## config.mk

```make
export PLATFORM = sky130hd
export DESIGN_NAME = fm_wm_adj_readout
export DESIGN_NICKNAME = d
export VERILOG_FILES = /design/src/rtl/fm_wm_adj_readout.sv
export SDC_FILE = /design/constraint.sdc
export NUM_CORES = 1
export LEC_CHECK = 0
export CORE_ASPECT_RATIO = 1.25
export CORE_MARGIN = 2
export CORE_UTILIZATION = 51
export CTS_BUF_LIST = sky130_fd_sc_hd__clkbuf_8
export DETAILED_ROUTE_END_ITERATION = 10
export PLACE_DENSITY = 0.87
export RECOVER_POWER = 100
export SLEW_MARGIN = 10
export SYNTH_ARGS = -nofsm -noshare
export SYNTH_HDL_FRONTEND = slang
export SYNTH_SLANG_ARGS = --single-unit
```

## constraint.sdc

```tcl
create_clock -name clk -period 4.5 [get_ports clk]
set_clock_uncertainty 0.15 [all_clocks]
set_input_delay 0.9 -clock clk [delete_from_list [all_inputs] [get_ports clk]]
set_output_delay 0.9 -clock clk [all_outputs]
set_load 0.02 [all_outputs]
```

## src/rtl/fm_wm_adj_readout.sv

```systemverilog
// fm_wm_adj_readout: walks the FM x WM x ADJ result memory row by row and
// streams each row with its argmax class over a valid/ready handshake.
module fm_wm_adj_readout #(
  parameter int FEATURE_ROWS   = 6,
  parameter int WEIGHT_COLS    = 3,
  parameter int DOT_PROD_WIDTH = 16,
  parameter int WEIGHT_WIDTH   = (WEIGHT_COLS > 1) ? $clog2(WEIGHT_COLS) : 1,
  parameter int FEATURE_WIDTH  = (FEATURE_ROWS > 1) ? $clog2(FEATURE_ROWS) : 1
) (
  input  logic                      clk,
  input  logic                      rst,
  input  logic                      start,
  output logic [FEATURE_WIDTH-1:0]  read_row,
  input  logic [DOT_PROD_WIDTH-1:0] fm_wm_adj_out [0:WEIGHT_COLS-1],
  output logic                      out_valid,
  input  logic                      out_ready,
  output logic [DOT_PROD_WIDTH-1:0] out_row [0:WEIGHT_COLS-1],
  output logic [FEATURE_WIDTH-1:0]  out_idx,
  output logic [WEIGHT_WIDTH-1:0]   out_class,
  output logic [DOT_PROD_WIDTH-1:0] out_max,
  output logic                      busy,
  output logic                      done
);
  typedef enum logic [1:0] {IDLE, FETCH, PRESENT, DONE} state_t;
  state_t state, state_nxt;
  logic [FEATURE_WIDTH-1:0] row_cnt;
  logic [WEIGHT_WIDTH-1:0] arg_cls;
  logic [DOT_PROD_WIDTH-1:0] arg_max;
  logic last;
  assign last = row_cnt == FEATURE_WIDTH'(FEATURE_ROWS - 1);
  // row_cnt is held at 0 outside a readout, so it doubles as the address
  assign read_row = row_cnt;
  assign busy = state != IDLE;
  assign done = state == DONE;
  // strict compare keeps the lowest column on ties
  always_comb begin
    arg_cls = '0;
    arg_max = fm_wm_adj_out[0];
    for (int i = 1; i < WEIGHT_COLS; i++)
      if (fm_wm_adj_out[i] > arg_max) begin
        arg_max = fm_wm_adj_out[i];
        arg_cls = WEIGHT_WIDTH'(i);
      end
  end
  always_comb begin
    state_nxt = state;
    case (state)
      IDLE:    state_nxt = start ? FETCH : IDLE;
      FETCH:   state_nxt = PRESENT;
      PRESENT: state_nxt = (out_valid && out_ready) ? (last ? DONE : FETCH) : PRESENT;
      default: state_nxt = IDLE;
    endcase
  end
  always_ff @(posedge clk or negedge rst) begin
    if (!rst) begin
      state     <= IDLE;
      row_cnt   <= '0;
      out_row   <= '{default: '0};
      out_idx   <= '0;
      out_class <= '0;
      out_max   <= '0;
      out_valid <= 1'b0;
    end else begin
      state <= state_nxt;
      if (state == FETCH) begin
        out_row   <= fm_wm_adj_out;
        out_idx   <= row_cnt;
        out_class <= arg_cls;
        out_max   <= arg_max;
        out_valid <= 1'b1;
      end
      if (state == PRESENT && out_valid && out_ready) begin
        out_valid <= 1'b0;
        if (!last) row_cnt <= row_cnt + 1'b1;
      end
      if (state == DONE) row_cnt <= '0;
    end
  end
endmodule
```

* Yosys cells after proc, flatten, opt, wreduce, memory -nomap -nowiden *
Cells that the tools add are included.

cells by class
  add/sub/neg operators = 1
  order comparisons = 2
  eq/ne operators = 5
  mux-type cells = 13
  reduce and logical (&&, ||, !) cells = 8

operators by type and width
  cell                                                  number
  > comparator 16 bit                                   2
  two-way mux 16 bit                                    2
  two-way mux 3 bit                                     3
  two-way mux 2 bit                                     3
  one-hot mux 2 bit (3 select lines)                    1
  nonzero test 2 bit                                    3
  equality test 2 bit (second input constant)           2
  two-way mux 1 bit                                     4
  adder 3 x 1 -> 3 bit (second input constant)          1
  equality test 3 bit (second input constant)           1
  logical AND 1 bit                                     3
  equality test 2 x 1 -> 1 bit (second input constant)  1
  zero test 2 bit                                       1
  inequality test 2 bit (second input constant)         1
  AND reduction 2 bit                                   1

storage, ports and cells
  register bits after elaboration = 75
  bits of input ports = 52
  output and inout bits = 75
  word-level logic and storage cells = 38

* Longest topological paths before layout *
  depth in word-level cells = 5
  gate-level depth with buffers = 19
  gate-level depth less buffers = 16

* Worst setup path before layout *
OpenSTA, ideal clock, no wires.

  path type = input to register
  start = input fm_wm_adj_out[39] in the netlist's numbering
  end = register out_max[0]
  library setup time = 0.124 ns
  arrival = 4.161 ns
  required time = 4.226 ns
  path slack = 0.065 ns
  cell stages on the path = 17
  buffers on the path = 2
  cell sequence = inv_1 ha_1 and3_4 nand4_2 a211oi_2 nor3_2 nor2_4 buf_12 mux2i_2 ha_1 and2_1 a221o_1 a221oi_1 o22ai_1 buf_2 and3_1 a211o_1

on the way
  longest elaborated chain between the ends = 4

ends and longest elaborated chain
  element               RTL line  source
  start, declared       14        input logic [DOT_PROD_WIDTH-1:0] fm_wm_adj_out [0:WEIGHT_COLS-1],
  > comparator 16 bit   40        if (fm_wm_adj_out[i] > arg_max) begin
  two-way mux 16 bit *  40
  > comparator 16 bit   40
  two-way mux 16 bit *  40
  end signal, assigned  69        out_max <= arg_max;
  end, declared         20        output logic [DOT_PROD_WIDTH-1:0] out_max,

Every way passes the cells marked *; elsewhere a longest branch is shown, timed or not.
A chain may end at the register's enable or synchronous reset.

* Worst setup path in the final report *
  start = input fm_wm_adj_out[30] in the netlist's numbering
  end = register out_class[0]

on the way
  longest elaborated chain between the ends = 4
  elaborated cells on any way between the ends = 5
  those cells by class = order compare (2); mux (3)

ends and longest elaborated chain
  element               RTL line  source
  > comparator 16 bit   40
  two-way mux 16 bit    40
  > comparator 16 bit   40
  two-way mux 2 bit *   40
  end signal, assigned  68        out_class <= arg_cls;
  end, declared         19        output logic [WEIGHT_WIDTH-1:0] out_class,

Marks and branches as above.

==> out/metrics.cfg <==
[yosys]
synth_top_cell_area_share_pct = 46.80
synthArstFlopShare_pct = 100.0
synth_compound_area_share_pct = 11.51
synth.avg_cell_area_sq_um = 9.525
synth_area_leaders = dfrtp_1, nand2_1, ha_1, mux2i_2, o211ai_2
yosys_warnings = 0
synthMuxAreaShare_pct = 5.055
ys_ff_latch = 75
synth_top_family_by_area = simple AND/OR/NAND/NOR gates
synth_edf_count = 0
syn-num-nets = 507
synthCells = 421
ys_seq_area_share_pct = 46.80
synth-xor-area-share_pct = 0
synthAdderAreaFrac_pct = 10.61
netlist_area_sq_mm = 0.004010
synth_cell_types = 45
yosys.area.top_type = dfrtp_1
synthFlopType = dfrtp_1
synth-simple-area-share_pct = 21.81

[detailed_routing]
drtIter0Drc = 396
vias = 4355
viasPerCell = 6.160
wl_per_cell_microns = 23.56
first_pass_iters = 5
ant_nets = 0
drc = 0
routed_wl_microns = 16660

[final_layout]
antenna_cells = 0
syn2layout_area_growth_pct = 61.72
drive_gt1_share_pct = 28.92
stdcell_area_sq_mm = 0.006485
nNetsFinal = 693
layoutNonFillerInstCount = 707

[sta]
max_freq_mhz = 213.4
slew_headroom_pct = -57.57
layout_min_cycle_time_ns = 4.685
setup_viol = 17
setup_slack_ns = -0.1851
worst_pin_slew_ns = 2.364
period_share_pct = 104.1
hold_violations = 0
drv_slew = 139

[global_routing]
grt_use_total_pct = 34.27
grt_pass1_wl_microns = 22380
first_global_vias = 4262
grt_max_degree = 76
grt-ovfl-total = 0
antenna_found_initial = 0

[die]
die_area_sq_mm = 0.008593
die_x_microns = 83.31
die_y_microns = 103.1
initial_core_util_pct = 52.06
ios = 127
rows = 36
core_area_sq_mm = 0.007702

[power]
p_leak_nw = 3.269
power.density_mw_per_mm2 = 624.4
power.total_mw = 4.049
ir_drop_mv = 0.5067

[run]
drv_cap = 2

[clocking]
clockBufferDepth = 2
cts_hold_buf = 0
cts.sinks = 75
clkTransAtPathRegs_ns = 0.10
cts_root_buffer = clkbuf_8
cts_tree = built
htree_levels = 3
clock_latency_ns = 0.38
numCtsBuffers = 9

[setup_path]
critical_path.slowest_cell = a2bb2oi_1
crit_path_start_kind = input port
ff2ff_setup_slack_ns = 0.66
path_class = input port to flip-flop
rr_startpoint = state[1]$_DFF_PN0_
cpPeakStageDelay_ns = 0.48
reg2reg_depth = 3
crit_fanout = 5
reg2reg_to = out_row[33]$_DFFE_PN0P_
cp_cell_sequence = dlymetal6s2s_1 > ha_4 > buf_4 > nand2_1 > a2bb2oi_1 > o211ai_4 > nor3_4 > nor2_4 > buf_12 > buf_6 > mux2i_2 > ha_1 > and4_4 > nand4_1 > nor3_2 > or2_1 > o22ai_4 > buf_6 > buf_4 > o41ai_1
worstPathRequired_ns = 4.60
worstPathArrival_ns = 4.78
worstSetupEndpointType = flip-flop

[placement]
gp_congestion = 0.8882
portBuffers = 126
placed_cells = 676
dpl_cell_area_sq_mm = 0.005722
dp_hpwl_microns = 8696

[status]
failed_checks = capacitance limit, slew limit, setup timing
outcome = finished with violations

[worst_hold_path]
holdPathEnd = out_row[24]$_DFFE_PN0P_
worst_hold_path.num_cells = 2
hp-start = out_row[24]$_DFFE_PN0P_
min-delay-path-class = flip-flop to flip-flop

## sequential cells by signal, indices dropped and copies added, names as in the netlist
name and flops:
out_row 48, out_idx 3, out_class 2, out_valid 1, read_row 3, state 2
out_max 16
## per-layer routing
metal / routed length [microns] / GRT usage, % / vias to the layer above
li1: - / - / 1805
met1: 5915 / 40.37 / 2099
met2: 8002 / 56.95 / 333
met3: 1403 / 6.886 / 118
met4: 1334 / 24.09 / 0
met5: 0 / 0 / -
## final cells by class
class / instances / area, sq um
flip-flops and latches: 75 / 1877
repair buffers: 194 / 1778
clock buffers: 10 / 137.6
fillers: 391 / 1217
multi-input cells: 307 / 2395
clock inverters: 6 / 103.9
well taps: 95 / 118.9
inverters: 20 / 75.07
## cells in the final DEF (no fill, tap or decap), types with 15 or more instances in the layout
master,instances
dfrtp_1,75
dlygate4sd3_1,76
nand2_1,144
clkdlybuf4s50_1,17
o21ai_0,21
dlymetal6s2s_1,19
ha_1,15
nand3_1,19
buf_4,63
ha_4,18
## critical path: cells and delay by family
| kind | cells | cell delay [ns] |
|---|---|---|
| adder cells (fa/ha/maj) | 2 | 0.57 |
| AO/OA/AOI/OAI | 4 | 1.06 |
| buffers and inverters | 6 | 0.88 |
| multiplexers | 1 | 0.16 |
| AND/OR/NAND/NOR | 7 | 1.21 |
## where the power goes
part | internal (mW) | switching [mW] | total (mW)
Clock | 0.380 | 0.278 | 0.658
Sequential | 1.00 | 0.217 | 1.22
Combinational | 0.870 | 1.30 | 2.17
Total | 2.25 | 1.80 | 4.05
## timing repair
item,in CTS,in global routing
endpoints found under the hold margin,0,0
gates cloned,0,1
pin swaps,21,27
buffers inserted,4,10
gates resized for setup,41,79
setup endpoints to repair,18,18
## metrics by stage
stage          util, %  setup WS, ns  setup TNS, ns  hold slack [ns]
3_3_place_gp     74.29       -0.4998         -7.516           0.3076
2_1_floorplan        -       0.06522              0           0.4339
5_1_grt          84.19       -0.3570         -4.080           0.3547
6_report         84.19       -0.1851         -1.230           0.3248
3_5_place_dp     74.29       -0.6364         -9.909           0.3130
4_1_cts          80.57       0.01688              0           0.3316
## how the worst max path moves through the flow
stage	slack (ns)	start	endpoint
final	-0.19	fm_wm_adj_out[30]	out_class[0]$_DFFE_PN0P_
after global routing	-0.36	fm_wm_adj_out[46]	out_class[0]$_DFFE_PN0P_
after CTS	0.02	fm_wm_adj_out[29]	out_max[0]$_DFFE_PN0P_
after detailed placement	-0.64	fm_wm_adj_out[38]	out_max[0]$_DFFE_PN0P_
after global placement	-0.50	fm_wm_adj_out[47]	out_max[0]$_DFFE_PN0P_
after floorplan	0.07	fm_wm_adj_out[39]	out_max[0]$_DFFE_PN0P_
## Yosys cell counts, types with 4 or more instances
cell type / count
nand2_1: 144
dfrtp_1: 75
ha_1: 34
o21ai_0: 21
inv_1: 20
nand3_1: 19
clkbuf_1: 16
o211ai_2: 11
a21oi_1: 10
mux2i_2: 10
o211ai_1: 7
mux2i_1: 5
nand4_1: 4
nor2_1: 4
## cells by family after synthesis
kind of cell,count (synthesis)
fa+ha+maj,34
buf+inv,40
compound gates,62
flops,75
mux,16
simple gates,194
Note: power is estimated with default switching activity, not from simulation.
